--- src/rtl/lab1_sw_led_ctrl_if.sv ---
// Switch/LED sequencer bundle: raw switches and datapath result in, operands and LED status out.
interface lab1_sw_led_ctrl_if;
  logic [1:0] sw;
  logic [1:0] sw1;
  logic [2:0] dp_led;
  logic [1:0] op_a;
  logic [1:0] op_b;
  logic [2:0] led;
  logic       busy;
  logic       done;

  modport slave (
    input  sw, sw1, dp_led,
    output op_a, op_b, led, busy, done
  );

  modport master (
    output sw, sw1, dp_led,
    input  op_a, op_b, led, busy, done
  );
endinterface

--- src/rtl/lab1_sw_led_ctrl.sv ---
// Sequencer for the 2+2 bit switch -> 3 bit LED datapath: sync, debounce, load, settle, show.
// Optional overflow blink of led[2] is enabled by defining LED_OVF_BLINK_EN.
module lab1_sw_led_ctrl #(
  parameter int DB_CYCLES   = 4,
  parameter int HOLD_CYCLES = 8,
  parameter int BLINK_DIV   = 2
) (
  input  logic               clk,
  input  logic               rst,
  lab1_sw_led_ctrl_if.slave  bus
);
  localparam int DBW = $clog2(DB_CYCLES + 1);
  localparam int HW  = $clog2(HOLD_CYCLES + 1);
  localparam logic [DBW-1:0] DB_LAST   = DBW'(DB_CYCLES - 1);
  localparam logic [DBW-1:0] DB_MAX    = DBW'(DB_CYCLES);
  localparam logic [HW-1:0]  HOLD_LAST = HW'(HOLD_CYCLES - 1);

  typedef enum logic [1:0] {S_IDLE, S_LOAD, S_WAIT, S_SHOW} state_t;

  state_t         r_state;
  state_t         w_next;
  logic [3:0]     r_sync1;
  logic [3:0]     r_sync2;
  logic [3:0]     r_cand;
  logic [3:0]     r_stable;
  logic [DBW-1:0] r_cnt;
  logic           r_pending;
  logic [HW-1:0]  r_hold;
  logic [1:0]     r_op_a;
  logic [1:0]     r_op_b;
  logic [2:0]     r_led;
  logic           w_accept;
  logic           w_busy;
  logic           w_done;

  assign w_accept = (r_sync2 == r_cand) && (r_cnt == DB_LAST) && (r_cand != r_stable);

  // Synchroniser, debounce and the pending flag; a new acceptance beats the LOAD clear.
  always_ff @(posedge clk or posedge rst) begin
    if (rst) begin
      r_sync1   <= '0;
      r_sync2   <= '0;
      r_cand    <= '0;
      r_cnt     <= '0;
      r_stable  <= '0;
      r_pending <= 1'b0;
    end else begin
      r_sync1 <= {bus.sw1, bus.sw};
      r_sync2 <= r_sync1;
      if (r_sync2 != r_cand) begin
        r_cand <= r_sync2;
        r_cnt  <= '0;
      end else if (r_cnt != DB_MAX) begin
        r_cnt <= r_cnt + 1'b1;
      end
      if (w_accept) begin
        r_stable <= r_cand;
      end
      if (w_accept) begin
        r_pending <= 1'b1;
      end else if (r_state == S_LOAD) begin
        r_pending <= 1'b0;
      end
    end
  end

  always_ff @(posedge clk or posedge rst) begin
    if (rst) begin
      r_state <= S_IDLE;
    end else begin
      r_state <= w_next;
    end
  end

  always_comb begin
    w_next = r_state;
    w_busy = 1'b1;
    w_done = 1'b0;
    case (r_state)
      S_IDLE: begin
        w_busy = 1'b0;
        if (r_pending) begin
          w_next = S_LOAD;
        end
      end
      S_LOAD: w_next = S_WAIT;
      S_WAIT: w_next = S_SHOW;
      S_SHOW: begin
        w_done = (r_hold == '0);
        if (r_hold == HOLD_LAST) begin
          w_next = S_IDLE;
        end
      end
      default: w_next = S_IDLE;
    endcase
  end

  always_ff @(posedge clk or posedge rst) begin
    if (rst) begin
      r_op_a <= '0;
      r_op_b <= '0;
      r_hold <= '0;
    end else begin
      if (r_state == S_LOAD) begin
        r_op_a <= r_stable[1:0];
        r_op_b <= r_stable[3:2];
      end
      if (r_state == S_WAIT) begin
        r_hold <= '0;
      end else if (r_state == S_SHOW) begin
        r_hold <= r_hold + 1'b1;
      end
    end
  end

`ifdef LED_OVF_BLINK_EN
  localparam int BW = (BLINK_DIV > 1) ? $clog2(BLINK_DIV) : 1;
  localparam logic [BW-1:0] BLINK_LAST = BW'(BLINK_DIV - 1);

  logic          r_carry;
  logic [BW-1:0] r_blink_cnt;

  // led[2] keeps blinking past SHOW until the next result is latched.
  always_ff @(posedge clk or posedge rst) begin
    if (rst) begin
      r_led       <= '0;
      r_carry     <= 1'b0;
      r_blink_cnt <= '0;
    end else if (r_state == S_WAIT) begin
      r_led       <= bus.dp_led;
      r_carry     <= bus.dp_led[2];
      r_blink_cnt <= '0;
    end else if (r_carry) begin
      if (r_blink_cnt == BLINK_LAST) begin
        r_blink_cnt <= '0;
        r_led[2]    <= ~r_led[2];
      end else begin
        r_blink_cnt <= r_blink_cnt + 1'b1;
      end
    end
  end
`else
  always_ff @(posedge clk or posedge rst) begin
    if (rst) begin
      r_led <= '0;
    end else if (r_state == S_WAIT) begin
      r_led <= bus.dp_led;
    end
  end
`endif

  assign bus.op_a = r_op_a;
  assign bus.op_b = r_op_b;
  assign bus.led  = r_led;
  assign bus.busy = w_busy;
  assign bus.done = w_done;
endmodule
--- src/flat_wrapper.sv ---
// flat-port wrapper written by rule: the top's interface ports become plain ports
module lab1_sw_led_ctrl_flat 
#(
  parameter int DB_CYCLES   = 4,
  parameter int HOLD_CYCLES = 8,
  parameter int BLINK_DIV   = 2
)
  (clk, rst, bus_sw, bus_sw1, bus_dp_led, bus_op_a, bus_op_b, bus_led, bus_busy, bus_done);
  lab1_sw_led_ctrl_if bus_i ();
  input  logic clk;
  input  logic rst;
  input wire logic [$bits(bus_i.sw)-1:0] bus_sw;
  input wire logic [$bits(bus_i.sw1)-1:0] bus_sw1;
  input wire logic [$bits(bus_i.dp_led)-1:0] bus_dp_led;
  output wire logic [$bits(bus_i.op_a)-1:0] bus_op_a;
  output wire logic [$bits(bus_i.op_b)-1:0] bus_op_b;
  output wire logic [$bits(bus_i.led)-1:0] bus_led;
  output wire logic [$bits(bus_i.busy)-1:0] bus_busy;
  output wire logic [$bits(bus_i.done)-1:0] bus_done;
  assign bus_i.sw = bus_sw;
  assign bus_i.sw1 = bus_sw1;
  assign bus_i.dp_led = bus_dp_led;
  assign bus_op_a = bus_i.op_a;
  assign bus_op_b = bus_i.op_b;
  assign bus_led = bus_i.led;
  assign bus_busy = bus_i.busy;
  assign bus_done = bus_i.done;
  lab1_sw_led_ctrl #(.DB_CYCLES(DB_CYCLES), .HOLD_CYCLES(HOLD_CYCLES), .BLINK_DIV(BLINK_DIV)) u_core (.clk(clk), .rst(rst), .bus(bus_i));
endmodule
--- config.mk ---
export PLATFORM = sky130hd
export DESIGN_NAME = lab1_sw_led_ctrl_flat
export DESIGN_NICKNAME = d
export VERILOG_FILES = /design/src/rtl/lab1_sw_led_ctrl_if.sv /design/src/rtl/lab1_sw_led_ctrl.sv /design/src/flat_wrapper.sv
export SDC_FILE = /design/constraint.sdc
export NUM_CORES = 1
export LEC_CHECK = 0
export CORE_MARGIN = 5
export CORE_UTILIZATION = 50
export DETAILED_ROUTE_END_ITERATION = 16
export PLACE_DENSITY = 0.73
export SLEW_MARGIN = 20
export SYNTH_ARGS = -nofsm -noshare
export SYNTH_HDL_FRONTEND = slang
export SYNTH_SLANG_ARGS = --single-unit
--- constraint.sdc ---
create_clock -name clk -period 2.7 [get_ports clk]
set_input_delay 0.54 -clock clk [delete_from_list [all_inputs] [get_ports clk]]
set_output_delay 0.54 -clock clk [all_outputs]
set_load 0.02 [all_outputs]
==> results of run 1 <==
## report_power, final
group | leakage [nW] | internal, mW | total [mW] | switching [mW]
combinational | 0.323 | 0.190 | 0.393 | 0.203
sequential | 0.421 | 0.559 | 0.605 | 0.0459
clock | 0.0413 | 0.151 | 0.309 | 0.159
total | 0.786 | 0.900 | 1.31 | 0.407
## registers in the layout, indices dropped and copies added, names as in the netlist
name,count
u_core.r_hold,4
u_core.r_cnt,3
u_core.r_sync2,4
u_core.bus.op_a,2
u_core.r_cand,4
u_core.r_pending,1
u_core.r_stable,4
u_core.bus.op_b,2
u_core.r_state,2
u_core.r_sync1,4
u_core.bus.led,3
## how the worst min path moves through the flow
stage / from / endpoint / slack (ps) / cells after the start
after floorplan: u_core.r_sync1[0] / u_core.r_sync2[0] / 330 / 0
after global placement: u_core.r_sync1[1] / u_core.r_sync2[1] / 330 / 0
after detailed placement: u_core.r_sync1[2] / u_core.r_sync2[2] / 330 / 0
after CTS: u_core.r_sync1[2] / u_core.r_sync2[2] / 360 / 0
after global routing: u_core.r_sync1[2] / u_core.r_sync2[2] / 370 / 0
final: u_core.r_sync1[2] / u_core.r_sync2[2] / 350 / 0
## Yosys cell counts (all sizes together)
master | n | area [um2]
a21oi | 2 | 10.01
a22oi | 1 | 7.510
buf | 1 | 11.26
clkbuf | 5 | 18.77
dfrtp | 33 | 825.8
ha | 10 | 125.1
inv | 11 | 41.29
mux2 | 11 | 138.9
mux2i | 1 | 10.01
nand2 | 4 | 15.01
nand3 | 1 | 5.000
nand3b | 1 | 7.510
nand4 | 2 | 12.51
nor2 | 5 | 18.77
nor4 | 1 | 6.260
nor4bb | 1 | 10.01
o21ai | 3 | 15.01
o22ai | 1 | 6.260
or2 | 1 | 6.260
xnor2 | 6 | 52.55
xor2 | 6 | 52.55
## final cells by class
cell class,count,area [um2]
clock buffers,7,65.06
clock inverters,1,5.005
repair buffers,18,177.7
well taps,31,38.79
fillers,241,1057
inverters,11,41.29
multi-input cells,57,499.2
flip-flops and latches,33,825.8
## metal layers
| metal | up-vias | track usage |
|---|---|---|
| met3 | 6 | 0.03777 |
| met5 | - | 0 |
| li1 | 382 | - |
| met4 | 0 | 0.08223 |
| met1 | 388 | 0.1272 |
| met2 | 24 | 0.1865 |
## kinds of logic after synthesis
family | count (synthesis)
AO/OA/AOI/OAI | 7
XOR/XNOR | 12
adder cells (fa/ha/maj) | 10
buffers and inverters | 17
flip-flops | 33
multiplexers | 12
AND/OR/NAND/NOR | 16
## per-stage QoR
stage | worst slack, ps | instance area (um2) | std cells | utilization | hold WS [ps]
6_report | 234.5 | 1653 | 158 | 0.6099 | 353.9
5_1_grt | 59.12 | 1653 | 158 | 0.6099 | 370.4
4_1_cts | 216.1 | 1653 | 158 | 0.6099 | 356.1
3_5_place_dp | 595.3 | 1583 | 150 | 0.5840 | 334.7
3_3_place_gp | 655.4 | 1583 | 150 | 0.5840 | 334.7
2_1_floorplan | 863.1 | 1396 | 107 | - | 331.2
## cell usage in the layout, fill, tap and decap left out, drive strengths merged, types with 2 or more instances in the layout
master	Yosys	routed
ha	10	10
inv	11	11
a21oi	2	2
clkdlybuf4s50	0	17
nand2	4	4
nor2	5	5
mux2	11	11
clkbuf	5	7
xnor2	6	6
dfrtp	33	33
xor2	6	6
nand4	2	2
o21ai	3	3
==> flow_summary.ini, run 1 <==
[outcome]
outcome = complete, no violations

[die]
initial_core_util = 0.5152
die_h_um = 62.85
num_io_pins = 18
die_area_mm2 = 0.003949
die_x_um = 62.85
coreArea_mm2 = 0.002710
rows = 19

[clocking]
clk_pin_slew_ps = 100
post_cts_buffers = 0
cts_buffers = 5
cts_resized = 0
clock-sinks = 33
cts_tree = done
clk_path_buf_depth = 2
cts_root_buf = clkbuf_4
postCtsHoldBufs = 0
cts_max_level = 2
clock_latency_ps = 330

[worst_setup_path]
rr_endpoint = u_core.r_stable[3]
crit_start = u_core.r_state[0]
rr_worst_depth = 4
cp_num_buf_inv = 1
cpPeakStageDelay_ps = 650
path_delay_family = buffers and inverters
crit_fanout = 6
worstPathArrival_ps = 1930
crit_type = reg2out
cp_cell_sequence = ha_1 > nor4bb_1 > clkdlybuf4s50_1
slowest_stage = clkdlybuf4s50_1
required_ps = 2160
critPathLaunchType = flip-flop
crit_end = bus_done
timing.rr.start = u_core.r_cand[2]
cp.depth = 3
crit_path_end_kind = output port
reg2reg_slack_ps = 1130

[global_route]
globalRoute.totalOverflow = 0
grt_pass1_wl_um = 3615
grt_pass1_vias = 911
antenna_found_initial = 0
grt.total_usage = 0.1158
grt_max_degree = 34

[timing]
fin_setup_tns_ps = 0
relSlewSlack = 0.7374
finalCritPeriodShare = 0.9132
tightest_slew_ps = 393.9
final_hold_viol_count = 0
period_needed_ps = 2466
maxSlewViolCount = 0
max_freq_ghz = 0.4056
clock_skew_ps = 8.916
setup_viol = 0
rsz0062_at_grt = no

[detailed_routing]
routed_via_density = 5.063
drc_errors = 0
drtAntennaViolNets = 0
first_iter_violations = 21
dr_wl_met2_um = 912
met1Wirelength_um = 880
post_drt_wl_per_cell_um = 12.43
wl_um = 1964
vias = 800
drt_first_pass_iters = 2
wl_met3_um = 131
top_layer_used = met4

[cells_and_area]
layout-drive-gt1-share = 0.1575
antenna_cells = 0
area_growth_syn_to_layout_pct = 18.37
nets = 145

[synthesis]
synth-simple-area-share = 0.05824
synth_area_mm2 = 0.001396
ys_seq_elements = 33
synth_mux_area_frac = 0.1066
synthAdderAreaFrac = 0.08961
synth_compound_area_frac = 0.02778
synth_xor_area_frac = 0.07527
synth_cell_types = 22
yosysSeqAreaShare = 0.5914
syn_nets = 126
syn_avg_cell_area_um2 = 13.05
synth_top_family_by_area = multiplexers
synth_cells = 107
yosys_warnings = 0

[power]
p_total_mw = 1.307
p_per_area_mw_per_mm2 = 790.7
ir_drop_v = 0.0007726
p_leak_nw = 0.7857

[min_path]
hold_path_class = reg2reg

[place]
gp_congestion = 0.6803
io_buffers = 17
dp_hpwl_um = 1509

[flow_run]
cap_violations = 0
(Power assumes the default switching activity.)
==> inputs of run 2 (changes only) <==
Clock period 2.7 ns to 2.5 ns, I/O delays scaled along.
==> flow_summary.ini, run 2 (synthesis results as in run 1) <==
[outcome]
outcome = complete, no violations

[timing]
rsz0062_at_grt = no
relSlewSlack = 0.7378
setup_viol = 0
clock_skew_ps = 8.229
max_freq_ghz = 0.4550
tightest_slew_ps = 393.4
finalCritPeriodShare = 0.8792
maxSlewViolCount = 0
final_hold_viol_count = 0
period_needed_ps = 2198
fin_setup_tns_ps = 0
whs_ps = 353.9

[global_route]
grt.total_usage = 0.1159
globalRoute.totalOverflow = 0
antenna_found_initial = 0
grt_max_degree = 34
grt_pass1_wl_um = 3601
grt_pass1_vias = 896

[cells_and_area]
layout_commonest_cell = dfrtp_1
area_growth_syn_to_layout_pct = 18.55
antenna_cells = 0
nets = 145
layout-drive-gt1-share = 0.1575
layout_common_cells = dfrtp_1 (33), clkdlybuf4s50_1 (16), inv_1 (11)
instances_no_fill = 158
fin_util = 0.6108

[detailed_routing]
drtAntennaViolNets = 0
vias = 805
first_iter_violations = 13
post_drt_wl_per_cell_um = 12.45
wl_um = 1967
drt_first_pass_iters = 2
routed_via_density = 5.095
drc_errors = 0

[clocking]
clk_pin_slew_ps = 100
cts_max_level = 2
clock_latency_ps = 330
cts_root_buf = clkbuf_4
cts_tree = done
cts_buffers = 5
postCtsHoldBufs = 0
clk_path_buf_depth = 2
clock-sinks = 33

[die]
die_x_um = 62.85
die_area_mm2 = 0.003949
die_h_um = 62.85
rows = 19
coreArea_mm2 = 0.002710
num_io_pins = 18
initial_core_util = 0.5152

[power]
p_per_area_mw_per_mm2 = 852.7
p_total_mw = 1.412
ir_drop_v = 0.0007869
p_leak_nw = 0.8024

[place]
place_inst = 150
io_buffers = 17
gp_congestion = 0.6803
dp_hpwl_um = 1520

[worst_setup_path]
crit_path_end_kind = output port
cp_cell_sequence = inv_1 > ha_1 > inv_1 > clkdlybuf4s50_1
crit_type = reg2out
crit_fanout = 4
crit_top_cell = inv_1
timing.rr.start = u_core.r_cand[2]
cpPeakStageDelay_ps = 600
critPathLaunchType = flip-flop
reg2reg_slack_ps = 930
worstPathArrival_ps = 1700
rr_endpoint = u_core.r_stable[3]
required_ps = 2000
rr_worst_depth = 4
slowest_stage = clkdlybuf4s50_1

[min_path]
min_path_cells = 0
min_from = u_core.r_sync1[2]
min_to = u_core.r_sync2[2]
hold_path_class = reg2reg

[flow_run]
cap_violations = 0
[run 2: final cells by class]
class                      instances  area, um2
fill                             238       1055
sequential                        33      825.8
multi-input combinational         57      499.2
timing repair buffer              18      180.2
clock buffer                       7      65.06
inverter                          11      41.29
tap                               31      38.79
clock inverter                     1      5.005
[run 2: where the power goes]
group          switching (mW)  internal (mW)  total (mW)
clock network           0.170          0.163       0.333
registers              0.0505          0.604       0.654
logic                   0.219          0.205       0.424
[run 2: timing repair]
| item | in CTS | in global routing |
|---|---|---|
| buffers inserted | 0 | 0 |
| resized for setup | 0 | 1 |
| setup endpoints to repair | 0 | 1 |
[run 2: worst max path at each step]
stage                            from        to  slack, ps  cells past startpoint
global placement    u_core.r_state[0]  bus_done        500                      3
detailed placement  u_core.r_state[0]  bus_done        440                      3
CTS                 u_core.r_state[1]  bus_done         50                      3
floorplan            u_core.r_hold[0]  bus_done        700                      3
finish              u_core.r_state[0]  bus_busy        300                      4
global route        u_core.r_state[0]  bus_busy        200                      4
[run 2: metrics by stage]
stage                     instance area [um2]  setup WS, ps
final                                    1655         302.0
after global routing                     1655         200.5
after CTS                                1653         54.46
after detailed placement                 1583         435.3
after global placement                   1583         495.5
after floorplan                          1396         703.1
[run 2: layer usage]
layer,GRT usage,wire length [um]
met4,0.08223,40
met5,0,0
met1,0.1285,873
met2,0.1839,912
met3,0.03957,141
[run 2: worst max-delay path, delay by kind of cell, from the launching register on]
| kind | cells | cell delay, ps |
|---|---|---|
| adder cells (fa/ha/maj) | 1 | 230 |
| buffers and inverters | 3 | 750 |
| flip-flops | 1 | 390 |
